## src/rtl/spi_master_ctrl.sv

```systemverilog
// SPI master engine: single/dual/quad lanes, CPOL/CPHA modes 0-3, MSB/LSB-first words.
// Latency start->done = 1 + CS_SETUP + 2N*CLK_DIV + CS_HOLD; start is ignored while ready=0 (no queuing).
// Optional SPI_MASTER_LOOPBACK_EN adds a loopback input that feeds the driven mosi lanes back as miso.
module spi_master_ctrl #(
    parameter int DATA_WIDTH = 8,
    parameter int CLK_DIV    = 2,
    parameter int CS_SETUP   = 1,
    parameter int CS_HOLD    = 1,
    parameter int CS_GAP     = 2
) (
    input  logic                  clk,
    input  logic                  rst,
    input  logic                  start,
    output logic                  ready,
    input  logic [DATA_WIDTH-1:0] tx_data,
    input  logic                  cpol,
    input  logic                  cpha,
    input  logic [1:0]            lane_mode,
    input  logic                  lsb_first,
    output logic [DATA_WIDTH-1:0] rx_data,
    output logic                  done,
    output logic                  sclk,
    output logic                  cs,
    output logic [3:0]            mosi,
    input  logic [3:0]            miso
`ifdef SPI_MASTER_LOOPBACK_EN
    ,
    input  logic                  loopback
`endif
);

    localparam logic [15:0] SETUP_LAST = 16'(CS_SETUP - 1);
    localparam logic [15:0] HOLD_LAST  = 16'(CS_HOLD - 1);
    localparam logic [15:0] GAP_LAST   = 16'(CS_GAP - 1);
    localparam logic [15:0] DIV_LAST   = 16'(CLK_DIV - 1);

    typedef enum logic [2:0] {IDLE, SETUP, SHIFT, HOLD, GAP} state_t;

    state_t                state;
    logic [15:0]           cnt;
    logic [15:0]           div_cnt;
    logic [6:0]            edge_cnt;
    logic [6:0]            edges_total;
    logic                  cfg_valid;
    logic                  cpol_q;
    logic                  cpha_q;
    logic                  lsb_q;
    logic [2:0]            lanes_q;
    logic [DATA_WIDTH-1:0] tx_sreg;
    logic [DATA_WIDTH-1:0] rx_sreg;
    logic [3:0]            rx_src;
    logic                  edge_now;
    logic                  edge_lead;
    logic                  do_sample;
    logic                  do_launch;

    function automatic logic [2:0] lanes_of(input logic [1:0] m);
        case (m)
            2'd1:    return 3'd2;
            2'd2:    return 3'd4;
            default: return 3'd1;
        endcase
    endfunction

    // Highest lane always carries the most significant bit of the beat.
    function automatic logic [3:0] beat_of(input logic [DATA_WIDTH-1:0] w, input logic [2:0] l,
                                           input logic lsb);
        logic [3:0] b;
        b = '0;
        case (l)
            3'd2:    b[1:0] = lsb ? w[1:0] : w[DATA_WIDTH-1 -: 2];
            3'd4:    b      = lsb ? w[3:0] : w[DATA_WIDTH-1 -: 4];
            default: b[0]   = lsb ? w[0]   : w[DATA_WIDTH-1];
        endcase
        return b;
    endfunction

    function automatic logic [DATA_WIDTH-1:0] shift_out(input logic [DATA_WIDTH-1:0] w,
                                                        input logic [2:0] l, input logic lsb);
        case (l)
            3'd2:    return lsb ? (w >> 2) : (w << 2);
            3'd4:    return lsb ? (w >> 4) : (w << 4);
            default: return lsb ? (w >> 1) : (w << 1);
        endcase
    endfunction

    function automatic logic [DATA_WIDTH-1:0] rx_in(input logic [DATA_WIDTH-1:0] r,
                                                    input logic [3:0] b, input logic [2:0] l,
                                                    input logic lsb);
        case (l)
            3'd2:    return lsb ? {b[1:0], r[DATA_WIDTH-1:2]} : {r[DATA_WIDTH-3:0], b[1:0]};
            3'd4:    return lsb ? {b, r[DATA_WIDTH-1:4]}      : {r[DATA_WIDTH-5:0], b};
            default: return lsb ? {b[0], r[DATA_WIDTH-1:1]}   : {r[DATA_WIDTH-2:0], b[0]};
        endcase
    endfunction

    always_comb begin
        case (lanes_q)
            3'd2:    edges_total = 7'(DATA_WIDTH);
            3'd4:    edges_total = 7'(DATA_WIDTH / 2);
            default: edges_total = 7'(2 * DATA_WIDTH);
        endcase
    end

    always_comb begin
        rx_src = miso;
`ifdef SPI_MASTER_LOOPBACK_EN
        if (loopback) begin
            rx_src = mosi;
        end
`endif
    end

    // The first sclk edge fires as SETUP ends, so cs-to-edge spacing is exactly CS_SETUP.
    always_comb begin
        edge_now  = (state == SETUP && cnt == SETUP_LAST) ||
                    (state == SHIFT && div_cnt == DIV_LAST && edge_cnt != edges_total);
        edge_lead = ~edge_cnt[0];
        do_sample = cpha_q ? ~edge_lead : edge_lead;
        do_launch = cpha_q ? edge_lead : (~edge_lead && (edge_cnt + 7'd1 != edges_total));
    end

    always_ff @(posedge clk) begin
        if (rst) begin
            state     <= IDLE;
            cs        <= 1'b1;
            sclk      <= 1'b0;
            mosi      <= '0;
            rx_data   <= '0;
            done      <= 1'b0;
            ready     <= 1'b1;
            cnt       <= '0;
            div_cnt   <= '0;
            edge_cnt  <= '0;
            cfg_valid <= 1'b0;
            cpol_q    <= 1'b0;
            cpha_q    <= 1'b0;
            lsb_q     <= 1'b0;
            lanes_q   <= 3'd1;
            tx_sreg   <= '0;
            rx_sreg   <= '0;
        end else begin
            done <= 1'b0;
            case (state)
                IDLE: begin
                    sclk <= cfg_valid ? cpol_q : cpol;
                    if (start) begin
                        cpol_q    <= cpol;
                        cpha_q    <= cpha;
                        lsb_q     <= lsb_first;
                        lanes_q   <= lanes_of(lane_mode);
                        cfg_valid <= 1'b1;
                        ready     <= 1'b0;
                        cs        <= 1'b0;
                        sclk      <= cpol;
                        cnt       <= '0;
                        edge_cnt  <= '0;
                        rx_sreg   <= '0;
                        state     <= SETUP;
                        if (!cpha) begin
                            mosi    <= beat_of(tx_data, lanes_of(lane_mode), lsb_first);
                            tx_sreg <= shift_out(tx_data, lanes_of(lane_mode), lsb_first);
                        end else begin
                            mosi    <= '0;
                            tx_sreg <= tx_data;
                        end
                    end
                end
                SETUP: begin
                    if (cnt == SETUP_LAST) begin
                        state   <= SHIFT;
                        div_cnt <= '0;
                    end else begin
                        cnt <= cnt + 16'd1;
                    end
                end
                SHIFT: begin
                    if (div_cnt == DIV_LAST) begin
                        div_cnt <= '0;
                        if (edge_cnt == edges_total) begin
                            state <= HOLD;
                            cnt   <= '0;
                        end
                    end else begin
                        div_cnt <= div_cnt + 16'd1;
                    end
                end
                HOLD: begin
                    if (cnt == HOLD_LAST) begin
                        state   <= GAP;
                        cs      <= 1'b1;
                        mosi    <= '0;
                        done    <= 1'b1;
                        rx_data <= rx_sreg;
                        cnt     <= '0;
                    end else begin
                        cnt <= cnt + 16'd1;
                    end
                end
                GAP: begin
                    if (cnt == GAP_LAST) begin
                        state <= IDLE;
                        ready <= 1'b1;
                    end else begin
                        cnt <= cnt + 16'd1;
                    end
                end
                default: state <= IDLE;
            endcase

            if (edge_now) begin
                sclk     <= ~sclk;
                edge_cnt <= edge_cnt + 7'd1;
                if (do_sample) begin
                    rx_sreg <= rx_in(rx_sreg, rx_src, lanes_q, lsb_q);
                end
                if (do_launch) begin
                    mosi    <= beat_of(tx_sreg, lanes_q, lsb_q);
                    tx_sreg <= shift_out(tx_sreg, lanes_q, lsb_q);
                end
            end
        end
    end

endmodule

```

## config.mk

```make
export PLATFORM = sky130hd
export DESIGN_NAME = spi_master_ctrl
export DESIGN_NICKNAME = d
export VERILOG_FILES = /design/src/rtl/spi_master_ctrl.sv
export SDC_FILE = /design/constraint.sdc
export NUM_CORES = 1
export LEC_CHECK = 0
export CAP_MARGIN = 20
export CORE_UTILIZATION = 50
export DETAILED_ROUTE_END_ITERATION = 10
export GPL_TIMING_DRIVEN = 1
export PLACE_DENSITY_LB_ADDON = 0.3
export SLEW_MARGIN = 20
export SYNTH_ARGS = -nofsm -noshare
export SYNTH_HDL_FRONTEND = slang
export SYNTH_SLANG_ARGS = --single-unit
export TNS_END_PERCENT = 20
```

## constraint.sdc

```tcl
create_clock -name clk -period 5.15 [get_ports clk]
set_clock_uncertainty 0.15 [all_clocks]
set_input_delay 0.7725 -clock clk [delete_from_list [all_inputs] [get_ports clk]]
set_output_delay 0.7725 -clock clk [all_outputs]
set_load 0.1 [all_outputs]
```

==> run summary <==
The flow ran to the end, and the final reports show no timing, DRC or antenna violations. The number of ports placed on the die boundary came out at 36. The deepest clock path buffer count is 2. The die height came out at approximately 110 um. The growth of design area from synthesis to finish came out at 9.685%.

The floorplan die width is 105.6 um. 0 antenna diodes ended up in the layout. The utilization after layout is 0.5671.

The distinct cell type count after synthesis came out at 66. The all-layer global routing usage came out at 0.2523. The category of the critical setup timing path is reg -> reg. The largest net degree at the start of global routing came out at 70.

The number of flops mapped to enable cells by yosys came out at 0. The wire length of the first global-routing pass is ~23 mm. Of the post-synthesis cell area, the dominant cell type holds 0.3025.

In this run the worst path has a maximum fanout of 21. Post-CTS repair changed the size of 0 cells. The number of placement rows is 37. The final layout contains routed wiring with a total length of roughly 14 mm. The floorplan step defined a core boundary enclosing 10370 um^2. STA classifies the critical path endpoint as a flop. Clock latency on the worst-skew pair, taken at its later pin, is around 360 ps. The number of instances on the worst hold path is 2.

The number of routed nets with antenna violations came out at 0. The clock transition at the registers of the reported paths is ~80 ps. The number of levels in the clock H-tree came out at 3. For the finished layout, the period the worst path requires is between 4000 and 5000 ps. Summing all multi-input logic gate instances after layout gives 3400 um^2. Adding up every negative setup slack in the final design gives 0 ps. Setup violations remaining at the end of the flow were counted as 0. The highest cell delay on the worst timing path came out at ~750 ps. The largest total area in the synthesized netlist belongs to sky130_fd_sc_hd__dfxtp_1. The register area is between 1500 and 2000 um^2.

The placement-stage worst setup slack came out at about 1200 ps. The worst min-delay path class is reg -> reg. The initial standard-cell utilization of the core is 0.5170.

Together, buffers and inverters on the worst path number 1. The transition time at the pin with the least slew margin came out at between 900 and 1000 ps. In this run the number of cells on the critical path is 7.

The detailed router placed roughly 5300 vias in this run. The initial antenna violation count came out at 0. The Yosys warning count came out at 0. The via count of the first global-routing pass is around 4700.

After synthesis, the mean cell area works out to 7.725 um^2. The number of buffers added to fix hold violations after cts came out at 0. The arrival time at the worst endpoint came out at approximately 4100 ps. The number of synthesized register bits came out at 81. Input and output buffers added on the ports amount to 35. The master of the slowest instance on the critical path is sky130_fd_sc_hd__nor3b_2. After global routing the overflow that remains totals 0. The fraction of the yosys area taken by sequential cells is 0.3025. Of all flip-flops after synthesis, the portion carrying an async set or reset was 0.

The number of nets handed over by synthesis was between 700 and 800. The cell area after technology mapping came out at about 5400 um^2. The worst IR drop on VDD came out at between 0.2 and 0.25 mV. In the routed layout, each cell is associated on average with a via count of approximately 6.4.

The top cell family by delay on the critical path is compound AO/OA/AOI/OAI gates. The critical path goes through nor3b_2 > a22oi_1 > a221oi_2 > o22a_1 > buf_4 > a311o_1 > mux2_2. The hold violation total from the final report is 0. The count of max-cap constraint violations came out at 0. The worst-case hold slack came out at 304.9 ps. After synthesis, the most frequently instantiated cells are sky130_fd_sc_hd__dfxtp_1 (81), sky130_fd_sc_hd__a21oi_1 (72), sky130_fd_sc_hd__nand2_1 (55), sky130_fd_sc_hd__clkbuf_1 (41), sky130_fd_sc_hd__o21ai_0 (40). The highest attainable clock frequency came out at ~0.25 GHz. The most used flip-flop cell after synthesis is sky130_fd_sc_hd__dfxtp_1. The share of layout cells above drive strength 1 is 0.05916. sky130_fd_sc_hd__dfxtp_1 is the most common cell in the netlist. The residual DRC count came out at 0.

The number of fill cells in the layout is about 1000. The final worst-path setup slack came out at around 1100 ps. The number of nets in the layout came out at about 720.

The placed wire-length estimate after detailed placement is between 9 and 10 mm. For this design, the sink count on the clock tree is 81. The clock root buffer is sky130_fd_sc_hd__clkbuf_8. TritonCTS built the clock tree.

Setup repair after global routing left no endpoint under its margin. The final estimated routing congestion in global placement came out at about 0.9. For the worst flop-to-flop path, the logic depth is 7. The power density relative to cell area is between 300 and 400 nW/um^2. The worst slew margin relative to its limit is 0.3410. The number of setup buffers added after CTS is 0.

After synthesis, the cell types taking the most area are sky130_fd_sc_hd__dfxtp_1 (30%), sky130_fd_sc_hd__a21oi_1 (6.7%), sky130_fd_sc_hd__mux2i_1 (3.9%). The gate count after technology mapping is slightly below 700. The die covers about 11000 um^2.

The number of DRC markers in iteration 0 came out at roughly 420. The detailed-router iteration count before antenna repair came out at 5. The count of final max-slew check failures is 0. The final period utilization came out at 0.7789.

Clock tree synthesis inserted a total of 9 buffers. The average wire per standard cell is 16.62 um. The critical path required time came out at 5250 ps. The leakage power total is 2.044 nW. The worst setup path is launched from a flop.
==> power breakdown <==
| group | internal [W] | switching [W] | total (W) |
|---|---|---|---|
| Combinational | 0.000334 | 0.000680 | 0.00101 |
| Clock | 0.000239 | 0.000233 | 0.000472 |
| Sequential | 0.000705 | 0.000138 | 0.000843 |
==> path summary, 6_finish.rpt <==
path                                start                     to  slack [ps]
hold / removal        cpol_q$_SDFFE_PP0P_    cpol_q$_SDFFE_PP0P_         300
setup reg to reg  lanes_q[1]$_SDFFE_PP0P_  tx_sreg[7]$_SDFF_PP0_        1140
hold reg to reg       cpol_q$_SDFFE_PP0P_    cpol_q$_SDFFE_PP0P_         300
setup / recovery  lanes_q[1]$_SDFFE_PP0P_  tx_sreg[7]$_SDFF_PP0_        1140
==> placed cells by master, fill, tap and decap left out, types with 3 or more instances in the layout <==
master and instances:
sky130_fd_sc_hd__a221oi_1 11, sky130_fd_sc_hd__nor3_1 11, sky130_fd_sc_hd__nand4_1 6, sky130_fd_sc_hd__o21ai_0 40, sky130_fd_sc_hd__a22o_1 3, sky130_fd_sc_hd__a21oi_1 72, sky130_fd_sc_hd__or3_1 7, sky130_fd_sc_hd__a311oi_1 7
sky130_fd_sc_hd__inv_1 24, sky130_fd_sc_hd__ha_1 10, sky130_fd_sc_hd__clkbuf_8 10, sky130_fd_sc_hd__nor2_1 39, sky130_fd_sc_hd__nor4_1 8, sky130_fd_sc_hd__or2_2 4, sky130_fd_sc_hd__and2_1 6, sky130_fd_sc_hd__a211oi_1 16
sky130_fd_sc_hd__dfxtp_1 81, sky130_fd_sc_hd__and3_1 12, sky130_fd_sc_hd__nand2b_1 11, sky130_fd_sc_hd__nor2b_1 12, sky130_fd_sc_hd__o221ai_1 11, sky130_fd_sc_hd__and4_1 7, sky130_fd_sc_hd__o211ai_1 12, sky130_fd_sc_hd__nand3_1 33
sky130_fd_sc_hd__buf_4 7, sky130_fd_sc_hd__nand3b_1 7, sky130_fd_sc_hd__a211o_1 4, sky130_fd_sc_hd__o22ai_1 9, sky130_fd_sc_hd__o31ai_1 16, sky130_fd_sc_hd__mux2_4 7, sky130_fd_sc_hd__clkdlybuf4s50_1 34, sky130_fd_sc_hd__xnor2_1 4
sky130_fd_sc_hd__mux2i_1 21, sky130_fd_sc_hd__a22oi_1 4, sky130_fd_sc_hd__o21a_1 4, sky130_fd_sc_hd__nand2_1 55, sky130_fd_sc_hd__xor2_1 5, sky130_fd_sc_hd__or4_1 13, sky130_fd_sc_hd__a31oi_1 10
==> state kept, by name (all words and copies together), names as in the netlist, 3 cells and up <==
register and count:
edge_cnt 7, rx_data 8, mosi 4, cnt 16
rx_sreg 8, lanes_q 3, state 3, div_cnt 16
tx_sreg 8
==> through the flow <==
stage	total power (W)	cells	cell area, um^2
floorplan	0.001613	694	5361
global placement	0.001825	813	5683
detailed placement	0.001850	813	5683
CTS	0.002328	829	5881
global route	0.002481	829	5881
finish	0.002329	829	5881
==> cell type report <==
class / instances / share of cell area
repair buffers: 42 / 0.06766
clock buffers: 12 / 0.02468
clock inverters: 4 / 0.008936
flip-flops and latches: 81 / 0.2757
multi-input cells: 529 / 0.5781
well taps: 136 / 0.02894
inverters: 25 / 0.01596
==> worst min-delay path: stages, from the launching register on <==
cell                      delay (ps)
sky130_fd_sc_hd__dfxtp_1         310
sky130_fd_sc_hd__nand2_1          50
sky130_fd_sc_hd__a21oi_1          50
==> per-layer routing <==
| layer | part of all wire | track usage | vias to the layer above |
|---|---|---|---|
| met3 | 0.057 | 0.04515 | 27 |
| met1 | 0.45 | 0.3410 | 2507 |
| met4 | 0.016 | 0.07242 | 0 |
| li1 | - | - | 2607 |
| met5 | 0 | 0 | - |
| met2 | 0.48 | 0.4112 | 186 |
==> cell families after synthesis <==
logic type | synth area share
compound gates | 0.2936
fa+ha+maj | 0.02334
simple gates | 0.2394
xor+xnor | 0.01470
buf+inv | 0.06348
flops | 0.3025
mux | 0.06301
No activity file was read; power rests on OpenSTA's default activity.
